## config.mk

```make
export PLATFORM = sky130hd
export DESIGN_NAME = onn_inference_ctrl
export DESIGN_NICKNAME = d
export VERILOG_FILES = /design/src/rtl/onn_pkg.sv /design/src/rtl/onn_inference_ctrl_steady_detector.sv /design/src/rtl/onn_inference_ctrl.sv
export SDC_FILE = /design/constraint.sdc
export NUM_CORES = 1
export LEC_CHECK = 0
export BUFFER_PORTS_ARGS = -buffer_cell sky130_fd_sc_hd__buf_2
export CORE_ASPECT_RATIO = 2
export CORE_MARGIN = 8
export CORE_UTILIZATION = 49
export CTS_BUF_LIST = sky130_fd_sc_hd__clkbuf_2 sky130_fd_sc_hd__clkbuf_4 sky130_fd_sc_hd__clkbuf_8
export DETAILED_ROUTE_END_ITERATION = 12
export PLACE_DENSITY = 0.79
export SLEW_MARGIN = 20
export SYNTH_ARGS = -nofsm -noshare
export SYNTH_HDL_FRONTEND = slang
export SYNTH_SLANG_ARGS = --single-unit
```

## constraint.sdc

```tcl
create_clock -name clk -period 2 [get_ports clk]
set_input_delay 0.4 -clock clk [delete_from_list [all_inputs] [get_ports clk]]
set_output_delay 0.4 -clock clk [all_outputs]
set_load 0.02 [all_outputs]
```

## src/rtl/onn_pkg.sv

```systemverilog
// Shared definitions for the ONN inference sequencer: widths, FSM states and the
// digit phase patterns the decoder recognises.
package onn_pkg;

  localparam int N_OSC = 60;

  typedef enum logic [2:0] {
    ST_IDLE,
    ST_LOAD,
    ST_RUN,
    ST_DECODE,
    ST_CAPTURE,
    ST_DONE
  } state_t;

  localparam logic [N_OSC-1:0] DIGIT_00 = 60'h0F0F0F0F0F0F0F0;
  localparam logic [N_OSC-1:0] DIGIT_01 = 60'hFF00FF00FF00FF0;
  localparam logic [N_OSC-1:0] DIGIT_10 = 60'hAAAAAAAAAAAAAAA;
  localparam logic [1:0]       CLASS_UNKNOWN = 2'b11;

endpackage

```

## src/rtl/onn_inference_ctrl_steady_detector.sv

```systemverilog
// Snapshot register plus comparator: flags the sample at which the phase vector
// has matched the previous snapshot STABLE_SAMPLES times in a row.
module onn_steady_detector import onn_pkg::*; #(
  parameter int STABLE_SAMPLES = 4
) (
  input  logic             clk,
  input  logic             rst_n,
  input  logic             clear,
  input  logic             sample,
  input  logic [N_OSC-1:0] phi,
  output logic             steady
);

  localparam int STW = $clog2(STABLE_SAMPLES) + 1;

  logic [N_OSC-1:0] snap_q;
  logic             snap_valid_q;
  logic [STW-1:0]   stable_q;
  logic             match;

  assign match  = snap_valid_q && (phi == snap_q);
  // Combinational so the FSM can leave RUN in the very sample that completes the run.
  assign steady = sample && match && (stable_q == STW'(STABLE_SAMPLES - 1));

  always_ff @(posedge clk or negedge rst_n) begin
    if (!rst_n) begin
      snap_q       <= '0;
      snap_valid_q <= 1'b0;
      stable_q     <= '0;
    end else if (clear) begin
      snap_q       <= '0;
      snap_valid_q <= 1'b0;
      stable_q     <= '0;
    end else if (sample) begin
      snap_q       <= phi;
      snap_valid_q <= 1'b1;
      if (!match)
        stable_q <= '0;
      else if (stable_q != STW'(STABLE_SAMPLES))
        stable_q <= stable_q + 1'b1;
    end
  end

endmodule

```

## src/rtl/onn_inference_ctrl.sv

```systemverilog
// ONN inference sequencer: loads a phase pattern, runs the oscillator array until the
// phase vector settles (or times out), then strobes the decoder and captures its class.
module onn_inference_ctrl import onn_pkg::*; #(
  parameter int SAMPLE_DIV      = 16,
  parameter int STABLE_SAMPLES  = 4,
  parameter int TIMEOUT_SAMPLES = 256
) (
  input  logic             clk,
  input  logic             rst_n,
  input  logic             start,
  input  logic             abort,
  input  logic [N_OSC-1:0] pattern_in,
  input  logic [N_OSC-1:0] phi_out,
  input  logic [1:0]       num,
  output logic [N_OSC-1:0] osc_init,
  output logic             osc_load,
  output logic             osc_run,
  output logic             steady_cheak,
  output logic             busy,
  output logic             done,
  output logic             timeout,
  output logic [1:0]       result
);

  // state      | meaning
  // ST_IDLE    | waiting for start
  // ST_LOAD    | osc_load pulse, pattern enters the array
  // ST_RUN     | oscillators free-running, phase sampled once per window
  // ST_DECODE  | decoder enabled, oscillators still running
  // ST_CAPTURE | decoder output valid, captured into result
  // ST_DONE    | done pulse

  localparam int WCW = $clog2(SAMPLE_DIV) + 1;
  localparam int SCW = $clog2(TIMEOUT_SAMPLES) + 1;

  state_t         state_q, state_d;
  logic [WCW-1:0] win_cnt_q;
  logic [SCW-1:0] samp_cnt_q;
  logic           accept;
  logic           sample_tick;
  logic           steady;
  logic           abortable;

  assign accept      = (state_q == ST_IDLE) && start;
  assign sample_tick = (state_q == ST_RUN) && (win_cnt_q == WCW'(SAMPLE_DIV - 1));
  assign abortable   = (state_q == ST_LOAD) || (state_q == ST_RUN) ||
                       (state_q == ST_DECODE) || (state_q == ST_CAPTURE);

  onn_steady_detector #(
    .STABLE_SAMPLES(STABLE_SAMPLES)
  ) u_steady (
    .clk    (clk),
    .rst_n  (rst_n),
    .clear  (accept),
    .sample (sample_tick),
    .phi    (phi_out),
    .steady (steady)
  );

  always_ff @(posedge clk or negedge rst_n) begin
    if (!rst_n) state_q <= ST_IDLE;
    else        state_q <= state_d;
  end

  always_comb begin
    state_d = state_q;
    unique case (state_q)
      ST_IDLE:    if (start) state_d = ST_LOAD;
      ST_LOAD:    state_d = ST_RUN;
      ST_RUN: begin
        if (sample_tick) begin
          if (steady)
            state_d = ST_DECODE;
          else if (samp_cnt_q == SCW'(TIMEOUT_SAMPLES - 1))
            state_d = ST_DONE;
        end
      end
      ST_DECODE:  state_d = ST_CAPTURE;
      ST_CAPTURE: state_d = ST_DONE;
      ST_DONE:    state_d = ST_IDLE;
      default:    state_d = ST_IDLE;
    endcase
    if (abort && abortable) state_d = ST_IDLE;
  end

  always_comb begin
    osc_load     = 1'b0;
    osc_run      = 1'b0;
    steady_cheak = 1'b0;
    busy         = (state_q != ST_IDLE);
    done         = 1'b0;
    unique case (state_q)
      ST_LOAD:    osc_load = 1'b1;
      ST_RUN:     osc_run = 1'b1;
      ST_DECODE: begin
        osc_run      = 1'b1;
        steady_cheak = 1'b1;
      end
      ST_CAPTURE: steady_cheak = 1'b1;
      ST_DONE:    done = 1'b1;
      default: ;
    endcase
  end

  always_ff @(posedge clk or negedge rst_n) begin
    if (!rst_n) begin
      win_cnt_q  <= '0;
      samp_cnt_q <= '0;
    end else if (accept) begin
      win_cnt_q  <= '0;
      samp_cnt_q <= '0;
    end else if (state_q == ST_RUN) begin
      if (sample_tick) begin
        win_cnt_q  <= '0;
        samp_cnt_q <= samp_cnt_q + 1'b1;
      end else begin
        win_cnt_q  <= win_cnt_q + 1'b1;
      end
    end
  end

  always_ff @(posedge clk or negedge rst_n) begin
    if (!rst_n)
      osc_init <= '0;
    else if (accept)
      osc_init <= pattern_in;
    else if (abort && abortable)
      osc_init <= '0;
  end

  // result/timeout change only on a real completion; an abort leaves them untouched.
  always_ff @(posedge clk or negedge rst_n) begin
    if (!rst_n) begin
      result  <= 2'b00;
      timeout <= 1'b0;
    end else if (state_q == ST_CAPTURE && state_d == ST_DONE) begin
      result  <= num;
      timeout <= 1'b0;
    end else if (state_q == ST_RUN && state_d == ST_DONE) begin
      result  <= CLASS_UNKNOWN;
      timeout <= 1'b1;
    end
  end

endmodule

```

==> summary.md, run 1 <==
| Metric | Value |
|---|---|
| DRC | `0` |
| Power Dens Cells | `slightly below 1000 nW/um^2` |
| Peak supply drop | `0.920 mV` |
| Top area cells in the synthesized netlist | `dfrtp_1 54%, a22o_1 7.9%, nand2_1 7.6%` |
| Clock root buffer | `clkbuf_8` |
| Final core occ | `approximately 68%` |
| Final-stage net count | `between 1k and 1.5k` |
| Largest net degree at the start of global routing | `65` |
| Ys flop type | `dfrtp_1` |
| Drt first-iter violations | `roughly 320` |
| Most used cell, CP | `nand4_1` |
| Clock Latency Late Sink | `about 450 ps` |
| Post-synthesis register bit count | `approximately 140` |
| CTS tree | `done` |
| Post-route minimum period | `2140 ps` |
| Die extent in x | `98.6 um` |
| Routed len/inst | `between 15 and 20 um` |
| Fin worst setup slack | `-144 ps` |
| Syn_nets | `803` |
| Yosys warns | `0` |
| Placed Area | `8350 um^2` |
| Port Buffers | `around 190` |
| CP arrival | `2470 ps` |
| Post-detail-place hpwl | `15.2 mm` |
| Die Area | `roughly 18,000 um^2` |
| Fin. Hold Viols | `0` |
| Clk slew on worst S/H paths | `100 ps` |
| Failing checks | `setup timing` |
| Via count | `between 6k and 7k` |
| WP data required | `2320 ps` |
| Post-route cell area | `between 9000 and 10,000 um^2` |
| Max Buffers Root-to-Sink | `2` |
| Crit path kind | `reg -> reg` |
| Placed Cells | `between 1k and 1.5k` |
| Num CTS Buffers | `17` |
| Cell with the most instances after synthesis | `dfrtp_1` |
| RSZ-0062 raised after global routing | `yes` |
| Crit-path max cell delay | `500 ps` |
| Initial antenna violation count | `6` |
| Die height | `~180 um` |
| Rows | `60` |
| Total negative slack | `-586 ps` |
| Sequential share of the synthesized area | `between 50% and 60%` |
| Period utilization | `107%` |
| Antenna Nets Post-Route | `0` |
| Area of the multi-input gates | `3140 um^2` |
| Layout area overhead | `35.6%` |
| Layout Cells excl Fill | `around 1.1k` |
| Least-Margin Pin Slew | `443 ps` |
| Syn_area_per_cell | `9.98 um^2` |
| Synth cell types | `46` |
| Critical Path Sink Type | `register` |
| Worst clock skew | `about 18 ps` |
| Crit start category | `register` |
| Proportion of layout cells with a drive suffix above 1 | `between 30% and 40%` |
| Area fraction of the dominant cell type after synthesis | `~54%` |
| Final Setup Violations | `6` |
| Final Slew Violations | `0` |
| Total gr overflow | `0` |
| Via/cell ratio | `5.55` |
| First-pass GRT wire length | `between 30 and 40 mm` |
| Max Freq | `466 MHz` |
| R2R setup slack | `-140 ps` |
| Final wirelength | `slightly above 20 mm` |
| Post-synth design cell area | `6690 um^2` |
| Max Cap Violations | `0` |
| Drt pass-1 iters | `5` |
| Worst min-delay path class | `in -> reg` |
| Worst-path cell chain | `xnor2_2 -> nand4_1 -> or4b_4 -> nor4_4 -> nand4_1 -> a222oi_1` |
| Post-synth top area cell | `dfrtp_1` |
| Core Area | `about 13,000 um^2` |
| Starting Density | `about half` |
| Outcome | `finished, violations left` |
| Crit-path slowest cell | `or4b_4` |
| Final GP Congestion | `0.936` |
| Gr usage total | `22.9%` |
| Sink Count | `approximately 140` |
| Synth Instances | `roughly 670` |
| Vias in the first global route | `approximately 6.4k` |
| Async set-reset flop share out of synthesis | `between 90% and 100%` |
| PnR Total Power | `8970 uW` |
| IO Pins | `between 150 and 200` |
| Relative slew slack | `around 70%` |
| H-tree Lvls | `4` |
| Top cells by count, synth | `144 x dfrtp_1, 136 x nand2_1, 71 x nand3_1` |
| Post-synth EDFFs | `0` |
| Fillers | `1,049` |
| Leakage power | `0.00464 uW` |
| CP max FO | `2` |
| Register Area | `approximately 3600 um^2` |
logic make-up after synthesis:
group | share of synthesized area [%]
compound gates | 12.3
xor+xnor | 6.54
fa+ha+maj | 1.12
buf+inv | 2.99
flops | 53.8
mux | 0.150
simple gates | 23.0
sequential cells by signal, summed over array words and instances, names as in the netlist:
| register | flops |
|---|---|
| osc_init | 60 |
| result | 2 |
| samp_cnt_q | 9 |
| state_q | 3 |
| timeout | 1 |
| u_steady.snap_q | 60 |
| u_steady.snap_valid_q | 1 |
| u_steady.stable_q | 3 |
| win_cnt_q | 5 |
worst max-delay path, delay by kind of cell, from the launching register on:
family	cells	cell delay, ps
xor gates and xnor gates	1	210
DFF	1	430
AOI/OAI and AO/OA	1	320
and+or+nand+nor	4	1060
final timing paths:
| path | to | cells past startpoint | from |
|---|---|---|---|
| max in group asynchronous | u_steady.snap_q[1] | 3 | rst_n |
| min reg2reg | samp_cnt_q[5] | 1 | samp_cnt_q[5] |
| min | osc_init[13] | 2 | pattern_in[13] |
| max | state_q[0] | 6 | u_steady.snap_q[40] |
| min in group asynchronous | u_steady.snap_q[45] | 2 | rst_n |
| max reg2reg | state_q[0] | 6 | u_steady.snap_q[40] |
routing by layer:
layer	vias up	GRT usage, %	routed length (um)
li1	2860	-	-
met1	2923	23.5	7300
met2	225	40.9	11000
met3	46	5.66	1150
met4	2	13.0	898
met5	-	0	8
cells in the final DEF (no fill, tap or decap), types with 5 or more instances in the layout:
master,n
nor4_1,5
inv_8,5
nand2_1,135
nor2_1,16
ha_1,5
buf_12,7
dfrtp_1,144
clkbuf_8,17
a21oi_1,5
inv_1,14
xor2_1,5
xnor2_2,12
xnor2_1,32
o21ai_0,18
nand2b_1,22
nand4_1,29
diode_2,5
buf_4,62
nand3_1,70
buf_2,192
a22o_1,60
final cells by class:
| cell class | count | area share [%] |
|---|---|---|
| Sequential cell | 144 | 39.7 |
| Multi-Input combinational cell | 474 | 34.6 |
| Timing Repair Buffer | 266 | 17.9 |
| Clock buffer | 17 | 2.58 |
| Clock inverter | 15 | 2.37 |
| Tap cell | 155 | 2.14 |
| Inverter | 15 | 0.620 |
| Antenna cell | 5 | 0.138 |
metrics by stage:
stage,hold WS (ps),setup WS (ps)
after floorplan,104,4.67
after global placement,353,-321
after detailed placement,355,-385
after CTS,151,-139
after global routing,155,-262
final,166,-144
report_power, final:
| group | internal, uW | switching (uW) | leakage [uW] | total (uW) |
|---|---|---|---|---|
| Sequential | 3400 | 288 | 0.00192 | 3690 |
| Clock | 1310 | 1260 | 0.000228 | 2570 |
| Combinational | 1050 | 1660 | 0.00249 | 2710 |
timing repair:
action,CTS,global route
hold endpoints to repair,42,0
hold buffers,1,0
setup buffers,2,2
resized for setup,22,20
pin swaps,6,7
gates cloned,0,0
endpoints found under the setup margin,12,11
Power figures use the tool's default switching activity.
==> inputs of run 2 (changes only) <==
--- a/config.mk
+++ b/config.mk
@@ -5,6 +5,7 @@
 export SDC_FILE = /design/constraint.sdc
 export NUM_CORES = 1
 export LEC_CHECK = 0
+export ABC_AREA = 1
 export BUFFER_PORTS_ARGS = -buffer_cell sky130_fd_sc_hd__buf_2
 export CORE_ASPECT_RATIO = 2
 export CORE_MARGIN = 8
@@ -15,4 +16,5 @@
 export SLEW_MARGIN = 20
 export SYNTH_ARGS = -nofsm -noshare
 export SYNTH_HDL_FRONTEND = slang
+export SYNTH_HIERARCHICAL = 1
 export SYNTH_SLANG_ARGS = --single-unit
==> summary.md, run 2 <==
| Metric | Value |
|---|---|
| Leakage power | `0.00514 uW (+11%)` |
| Proportion of layout cells with a drive suffix above 1 | `31.5% (-5.5 points)` |
| Core Area | `13,900 um^2 (+3.4%)` |
| Post-synth top area cell | `dfrtp_1` |
| Rows | `61 (+1.7%)` |
| Max Cap Violations | `0 (unchanged)` |
| Syn_area_per_cell | `7.77 um^2 (-22%)` |
| Cell with the most instances after synthesis | `nand2_1` |
| Worst min-delay path class | `in -> reg` |
| Largest delay share family, worst path | `simple AND/OR/NAND/NOR gates` |
| RR Endpoint | `result[1]` |
| Starting Density | `49.9% (+0.13 points)` |
| Largest regs | `osc_init x60, u_steady/snap_q x60, samp_cnt_q x9` |
| Crit path kind | `reg -> reg` |
| Drt pass-1 iters | `4 (-1)` |
| R2r startpoint | `u_steady/snap_q[49]` |
| Reg power frac | `36.5% (-4.6 points)` |
| Max Buffers Root-to-Sink | `2 (unchanged)` |
| Syn_nets | `1,025 (+28%)` |
| Synth Instances | `893 (+33%)` |
| Final GP Congestion | `0.885 (-5.5%)` |
| RSZ-0062 raised after global routing | `yes` |
| Pre-CTS setup slack | `-319 ps (+66.6 ps)` |
| DRC | `0 (unchanged)` |
| Critical Path Sink Type | `register` |
| Post-synthesis register bit count | `144 (unchanged)` |
| First-pass GRT wire length | `32.7 mm (+1.7%)` |
| Crit start category | `register` |
| Ys flop type | `dfrtp_1` |
| H-tree Lvls | `4 (unchanged)` |
| Diode count | `0 (-5)` |
| Post-synth EDFFs | `0 (unchanged)` |
| Final wirelength | `20.5 mm (+0.63%)` |
| IO Pins | `194 (unchanged)` |
| Switching pwr | `4200 uW (+31%)` |
| Final Setup Violations | `0 (-6)` |
| Gr usage total | `22.3% (-0.52 points)` |
| Largest net degree at the start of global routing | `68 (+4.6%)` |
| Worst-path cell chain | `nand2_1 -> nand2_1 -> nor2_2 -> nand2_2 -> nor2_2 -> nand2_2 -> nor2_4 -> nand2_2 -> nor2_4 -> or2_4 -> nand3_2 -> nand2_1 -> nand2_2 -> inv_2 -> nand2_4 -> nand2_2 -> nand2_1` |
| Yosys warns | `6 (+6)` |
| R2R setup slack | `50 ps (+190 ps)` |
| Reg2reg path depth | `17 (+11)` |
| Power Dens Cells | `1150 nW/um^2 (+16%)` |
| Initial antenna violation count | `0 (-6)` |
| Crit-path max cell delay | `390 ps (-110 ps)` |
| Int Pwr | `6400 uW (+11%)` |
| Switch share | `39.7% (+3.9 points)` |
| Antenna Nets Post-Route | `0 (unchanged)` |
| Final Slew Violations | `0 (unchanged)` |
| CP Capture Point | `result[1]` |
| Clock Latency Late Sink | `440 ps (about the same)` |
| Post-synth design cell area | `6940 um^2 (+3.6%)` |
| Sequential share of the synthesized area | `51.9% (-1.9 points)` |
| WP data required | `2330 ps (about the same)` |
| Peak supply drop | `0.837 mV (-8.9%)` |
| Placed Cells | `1,302 (+24%)` |
| Die extent in x | `100 um (+1.5%)` |
| CTS tree | `done` |
| Via/cell ratio | `5.02 (-9.6%)` |
| Most frequent cells in the layout | `297 x nand2_1, 192 x buf_2, 144 x dfrtp_1, 114 x inv_1, 82 x nand3_1` |
| Period utilization | `97.7% (-9.5 points)` |
| Fin worst setup slack | `46.0 ps (+190 ps)` |
| Post-route minimum period | `1950 ps (-190 ps)` |
| Max Freq | `512 MHz (+9.7%)` |
| Crit. Startpoint | `u_steady/snap_q[49]` |
| Area fraction of the dominant cell type after synthesis | `51.9% (-1.9 points)` |
| Final-stage net count | `1,270 (+21%)` |
| Layout area overhead | `33.2%` |
| Fin. Hold Viols | `0 (unchanged)` |
| Outcome | `finished, final reports clean` |
| Most used cell, CP | `nand2_2` |
| Via count | `6,721 (+11%)` |
| Synth cell types | `34 (-26%)` |
| Top area cells in the synthesized netlist | `dfrtp_1 52%, nand2_1 17%, inv_1 6.3%` |
| Async set-reset flop share out of synthesis | `100% (unchanged)` |
| Clock network fraction of design power | `25.5% (-3.1 points)` |
| Die Area | `18,500 um^2 (+3.2%)` |
| Commonest non-fill, non-tap cell in the layout | `nand2_1` |
| Port Buffers | `193 (unchanged)` |
| Worst clock skew | `12.2 ps (-6.32 ps)` |
| Die height | `184 um (+1.6%)` |
| Sink Count | `144 (unchanged)` |
| Least-Margin Pin Slew | `649 ps (+207 ps)` |
| Layout Cells excl Fill | `1,339 (+23%)` |
| Clock root buffer | `clkbuf_8` |
| CP Buf/Inv Count | `1 (+1)` |
| Clk slew on worst S/H paths | `90 ps (about the same)` |
| Routed len/inst | `15.3 um (-18%)` |
| CP max FO | `3 (+1)` |
| Post-detail-place hpwl | `14.9 mm (-2.1%)` |
| Drt first-iter violations | `264 (-18%)` |
| Vias in the first global route | `6,887 (+6.9%)` |
| Num CTS Buffers | `17 (unchanged)` |
| Comb power frac | `38.0% (+7.8 points)` |
| Crit-path slowest cell | `dfrtp_1` |
| Total gr overflow | `0 (unchanged)` |
| CP arrival | `2280 ps (-190 ps)` |
| Relative slew slack | `56.7% (-14 points)` |
| Top cells by count, synth | `314 x nand2_1, 144 x dfrtp_1, 117 x inv_1` |
| WP depth | `17 (+11)` |
==> run 2: layer usage <==
metal,vias to the layer above,part of all wire [%],GRT usage (%)
met3,49,6.2,5.25
met2,225,54,40.7
met4,0,4.2,13.4
li1,3294,-,-
met5,-,0,0
met1,3153,36,22.3
==> run 2: power groups by stage <==
stage | sequential, uW | combinational [uW] | clock, uW
global placement | 3880 | 3780 | 0
CTS | 3840 | 3990 | 2780
finish | 3870 | 4020 | 2710
floorplan | 4520 | 1760 | 0
global route | 3940 | 4420 | 2910
detailed placement | 3880 | 3860 | 0
==> run 2: per-stage QoR <==
stage / setup TNS (ps) / power [uW] / utilization, % / instance area [um^2] / hold WS, ps
4_1_cts: -61.1 / 10600 / 65.5 / 9100 / 119
3_3_place_gp: -1010 / 7660 / 61.4 / 8530 / 348
5_1_grt: -309 / 11300 / 66.5 / 9240 / 138
6_report: 0 / 10600 / 66.5 / 9240 / 156
3_5_place_dp: -1640 / 7740 / 61.4 / 8530 / 349
2_1_floorplan: 0 / 6280 / - / 6950 / 104
==> run 2: area by class of cell <==
cell class	instances	area, um^2
fillers	1235	4650
flip-flops and latches	144	3600
multi-input cells	587	2860
repair buffers	258	1590
inverters	130	494
clock buffers	19	255
well taps	189	236
clock inverters	12	208
==> run 2: kinds of logic (layout without fill, tap and decap cells) <==
group	count (synthesis)	count (layout)	synth area share (%)
XOR/XNOR	3	3	0.379
buffers and inverters	162	419	9.11
adder cells (fa/ha/maj)	6	6	1.08
AO/OA/AOI/OAI	100	100	8.31
flip-flops	144	144	51.9
AND/OR/NAND/NOR	478	478	29.2
==> run 2: how the worst min path moves through the flow <==
| stage | from | end | slack, ps | cells past startpoint |
|---|---|---|---|---|
| after global placement | rst_n | u_steady/snap_q[10] | 350 | 1 |
| after CTS | pattern_in[39] | osc_init[39] | 120 | 3 |
| final | pattern_in[28] | osc_init[28] | 160 | 3 |
| after global routing | pattern_in[12] | osc_init[12] | 140 | 3 |
| after floorplan | rst_n | osc_init[0] | 100 | 0 |
| after detailed placement | rst_n | u_steady/snap_q[10] | 350 | 1 |
==> run 2: worst min-delay path, cell delays in order <==
cell	delay, ps
buf_2	70
nand2_1	40
nand2_1	50
==> run 2: what timing repair did <==
item / 4_1_cts / 5_1_grt
gates resized for setup: 18 / 37
buffers inserted: 3 / 3
hold endpoints to repair: 38 / 0
endpoints found under the setup margin: 56 / 52
cloned: 1 / 0
pin swaps: 18 / 22
hold buffers: 1 / 0
==> inputs of run 3 (changes only) <==
--- a/config.mk
+++ b/config.mk
@@ -16,5 +16,4 @@
 export SLEW_MARGIN = 20
 export SYNTH_ARGS = -nofsm -noshare
 export SYNTH_HDL_FRONTEND = slang
-export SYNTH_HIERARCHICAL = 1
 export SYNTH_SLANG_ARGS = --single-unit
==> summary.md, run 3 <==
| Metric | Value |
|---|---|
| Outcome | `finished, final reports clean` |
| DRC | `0 (unchanged)` |
| Crit start category | `register` |
| Ys flop type | `dfrtp_1` |
| Synth cell types | `33 (-2.9%)` |
| Top cells by count, synth | `325 x nand2_1, 144 x dfrtp_1, 131 x inv_1` |
| Largest regs | `osc_init x60, u_steady.snap_q x60, samp_cnt_q x9` |
| Fin. Hold Viols | `0 (unchanged)` |
| Pre-CTS setup slack | `-124 ps (+195 ps)` |
| Via/cell ratio | `5.11 (+1.8%)` |
| Period utilization | `96.1% (-1.6 points)` |
| Yosys warns | `0 (-6)` |
| Most frequent cells in the layout | `323 x nand2_1, 191 x buf_2, 144 x dfrtp_1, 128 x inv_1, 67 x nand3_1` |
| Commonest non-fill, non-tap cell in the layout | `nand2_1` |
| Crit. Startpoint | `u_steady.snap_q[35]` |
| RSZ-0062 raised after global routing | `yes` |
| R2R setup slack | `80 ps (+30 ps)` |
| Clock root buffer | `clkbuf_8` |
| IO Pins | `194 (unchanged)` |
| Syn_area_per_cell | `7.73 um^2 (-0.53%)` |
| Routed len/inst | `14.5 um (-5.2%)` |
| Sequential share of the synthesized area | `52.8% (+0.87 points)` |
| CP max FO | `5 (+2)` |
| Leakage power | `0.00481 uW (-6.5%)` |
| Gr usage total | `20.2% (-2.2 points)` |
| Total gr overflow | `0 (unchanged)` |
| Proportion of layout cells with a drive suffix above 1 | `24.5% (-7.0 points)` |
| Num CTS Buffers | `17 (unchanged)` |
| Fin worst setup slack | `77.7 ps (+31.8 ps)` |
| Syn_nets | `1,015 (-0.98%)` |
| RR Endpoint | `result[0]` |
| Via count | `6,389 (-4.9%)` |
| Port Buffers | `193 (unchanged)` |
| Layout area overhead | `25.0%` |
| Post-detail-place hpwl | `13.3 mm (-11%)` |
| Final Slew Violations | `0 (unchanged)` |
| Final Setup Violations | `0 (unchanged)` |
| Max Freq | `520 MHz (+1.7%)` |
| Reg2reg path depth | `14 (-3)` |
| Final GP Congestion | `0.846 (-4.5%)` |
| Drt pass-1 iters | `5 (+1)` |
| Crit path kind | `reg -> reg` |
| Power Dens Cells | `1150 nW/um^2 (about the same)` |
| Largest net degree at the start of global routing | `62 (-8.8%)` |
| Max Cap Violations | `0 (unchanged)` |
| Post-synth top area cell | `dfrtp_1` |
| Cell with the most instances after synthesis | `nand2_1` |
| Clk slew on worst S/H paths | `80 ps (about the same)` |
| Vias in the first global route | `6,259 (-9.1%)` |
| CP arrival | `2240 ps (-40 ps)` |
| Initial antenna violation count | `0 (unchanged)` |
| Synth Instances | `883 (-1.1%)` |
| Drt first-iter violations | `341 (+29%)` |
| Final wirelength | `18.1 mm (-12%)` |
| Least-Margin Pin Slew | `423 ps (-227 ps)` |
| Die extent in x | `99.4 um (-0.69%)` |
| Post-synth design cell area | `6820 um^2 (-1.6%)` |
| Die Area | `18,200 um^2 (-1.4%)` |
| CTS tree | `done` |
| WP data required | `2320 ps (about the same)` |
| Post-synth EDFFs | `0 (unchanged)` |
| Final-stage net count | `1,213 (-4.5%)` |
| Minimum hold slack | `160 ps (+4.51 ps)` |
| Critical Path Sink Type | `register` |
| R2r startpoint | `u_steady.snap_q[35]` |
| Peak supply drop | `0.648 mV (-23%)` |
| Sink Count | `144 (unchanged)` |
| Worst min-delay path class | `in -> reg` |
| Diode count | `0 (unchanged)` |
| Area fraction of the dominant cell type after synthesis | `52.8% (+0.87 points)` |
| CP Capture Point | `result[0]` |
| Core Area | `13,700 um^2 (-1.1%)` |
| Async set-reset flop share out of synthesis | `100% (unchanged)` |
| Top area cells in the synthesized netlist | `dfrtp_1 53%, nand2_1 18%, inv_1 7.2%` |
| Starting Density | `49.7% (-0.27 points)` |
| Antenna Nets Post-Route | `0 (unchanged)` |
| Rows | `61 (unchanged)` |
| Clock Latency Late Sink | `430 ps (about the same)` |
| Post-synthesis register bit count | `144 (unchanged)` |
| Placed Cells | `1,214 (-6.8%)` |
| Worst clock skew | `12.2 ps (+0.0130 ps)` |
| Relative slew slack | `71.8% (+15 points)` |
| H-tree Lvls | `4 (unchanged)` |
| Die height | `183 um (-0.75%)` |
| First-pass GRT wire length | `29.8 mm (-9.0%)` |
| Post-route minimum period | `1920 ps (-31.8 ps)` |
| Layout Cells excl Fill | `1,250 (-6.6%)` |
| Max Buffers Root-to-Sink | `2 (unchanged)` |
[run 3: changes by cell type after synthesis, sizes merged, moves of 2 or more]
cell,before,now
nand4,4,2
clkbuf,8,19
a22o,1,3
nand2,320,327
buf,24,15
nand3,88,70
o21ai,44,39
inv,129,134
nor2,58,55
o22ai,47,50
[run 3: layout make-up]
type	count	area [um^2]
inverters	135	507
flip-flops and latches	144	3600
multi-input cells	570	2620
clock buffers	22	290
clock inverters	9	131
repair buffers	213	1180
fillers	1240	5210
well taps	157	196
[run 3: per-layer routing]
layer	wire length, um	GRT usage (%)	share of wire (%)
met5	0	0	0
met4	212	6.28	1.2
met3	1480	7.22	8.2
met2	8740	32.1	48
met1	7700	25.0	42
[run 3: power by group]
part	internal [uW]	switching (uW)
Clock	1360	1090
Combinational	1150	2390
Sequential	3480	321
Total	5990	3800
[run 3: critical path, cell delays in order (launching register included)]
cell and delay [ps]:
dfrtp_1 390, nand2_1 70, o21ai_0 110, nor2_1 140
nand2_1 90, nor2_2 140, nand2_1 80, nor2_2 140
nand3_2 120, nand2_1 120, nand2_1 80, nand2_2 130
nor2_4 60, o21ai_1 80, nand2_1 60
[run 3: metrics by stage]
step	utilization [%]	power, uW	area (um^2)	setup TNS [ps]
2_1_floorplan	-	6000	6820	0
4_1_cts	61.6	9800	8460	0
5_1_grt	62.1	10400	8530	-72.5
3_5_place_dp	58.4	7330	8020	-507
3_3_place_gp	58.4	7210	8020	-99.7
6_report	62.1	9790	8530	0
[run 3: logic make-up (layout without fill, tap and decap cells)]
kind of cell / after synthesis / count (layout) / synth area share [%]
AOI/OAI and AO/OA: 101 / 101 / 8.73
xor gates and xnor gates: 3 / 3 / 0.385
adders and majority gates: 6 / 6 / 1.10
buffers and inverters: 169 / 379 / 9.53
DFF: 144 / 144 / 52.8
and+or+nand+nor: 460 / 460 / 27.4
[run 3: how the worst min path moves through the flow]
stage | depth (start not counted) | from | slack [ps] | to
2_1_floorplan | 0 | rst_n | 100 | osc_init[0]
3_3_place_gp | 1 | rst_n | 350 | u_steady.snap_q[42]
3_5_place_dp | 1 | rst_n | 350 | u_steady.snap_q[42]
4_1_cts | 3 | pattern_in[48] | 130 | osc_init[48]
5_1_grt | 3 | pattern_in[22] | 120 | osc_init[22]
6_report | 3 | pattern_in[4] | 160 | osc_init[4]
[run 3: what timing repair did]
action / 4_1_cts / 5_1_grt
pin swaps: 0 / 3
resized for setup: 3 / 17
hold buffers: 1 / 0
buffers inserted: 0 / 4
hold endpoints to repair: 39 / 0
endpoints found under the setup margin: 3 / 62
gates cloned: 0 / 0
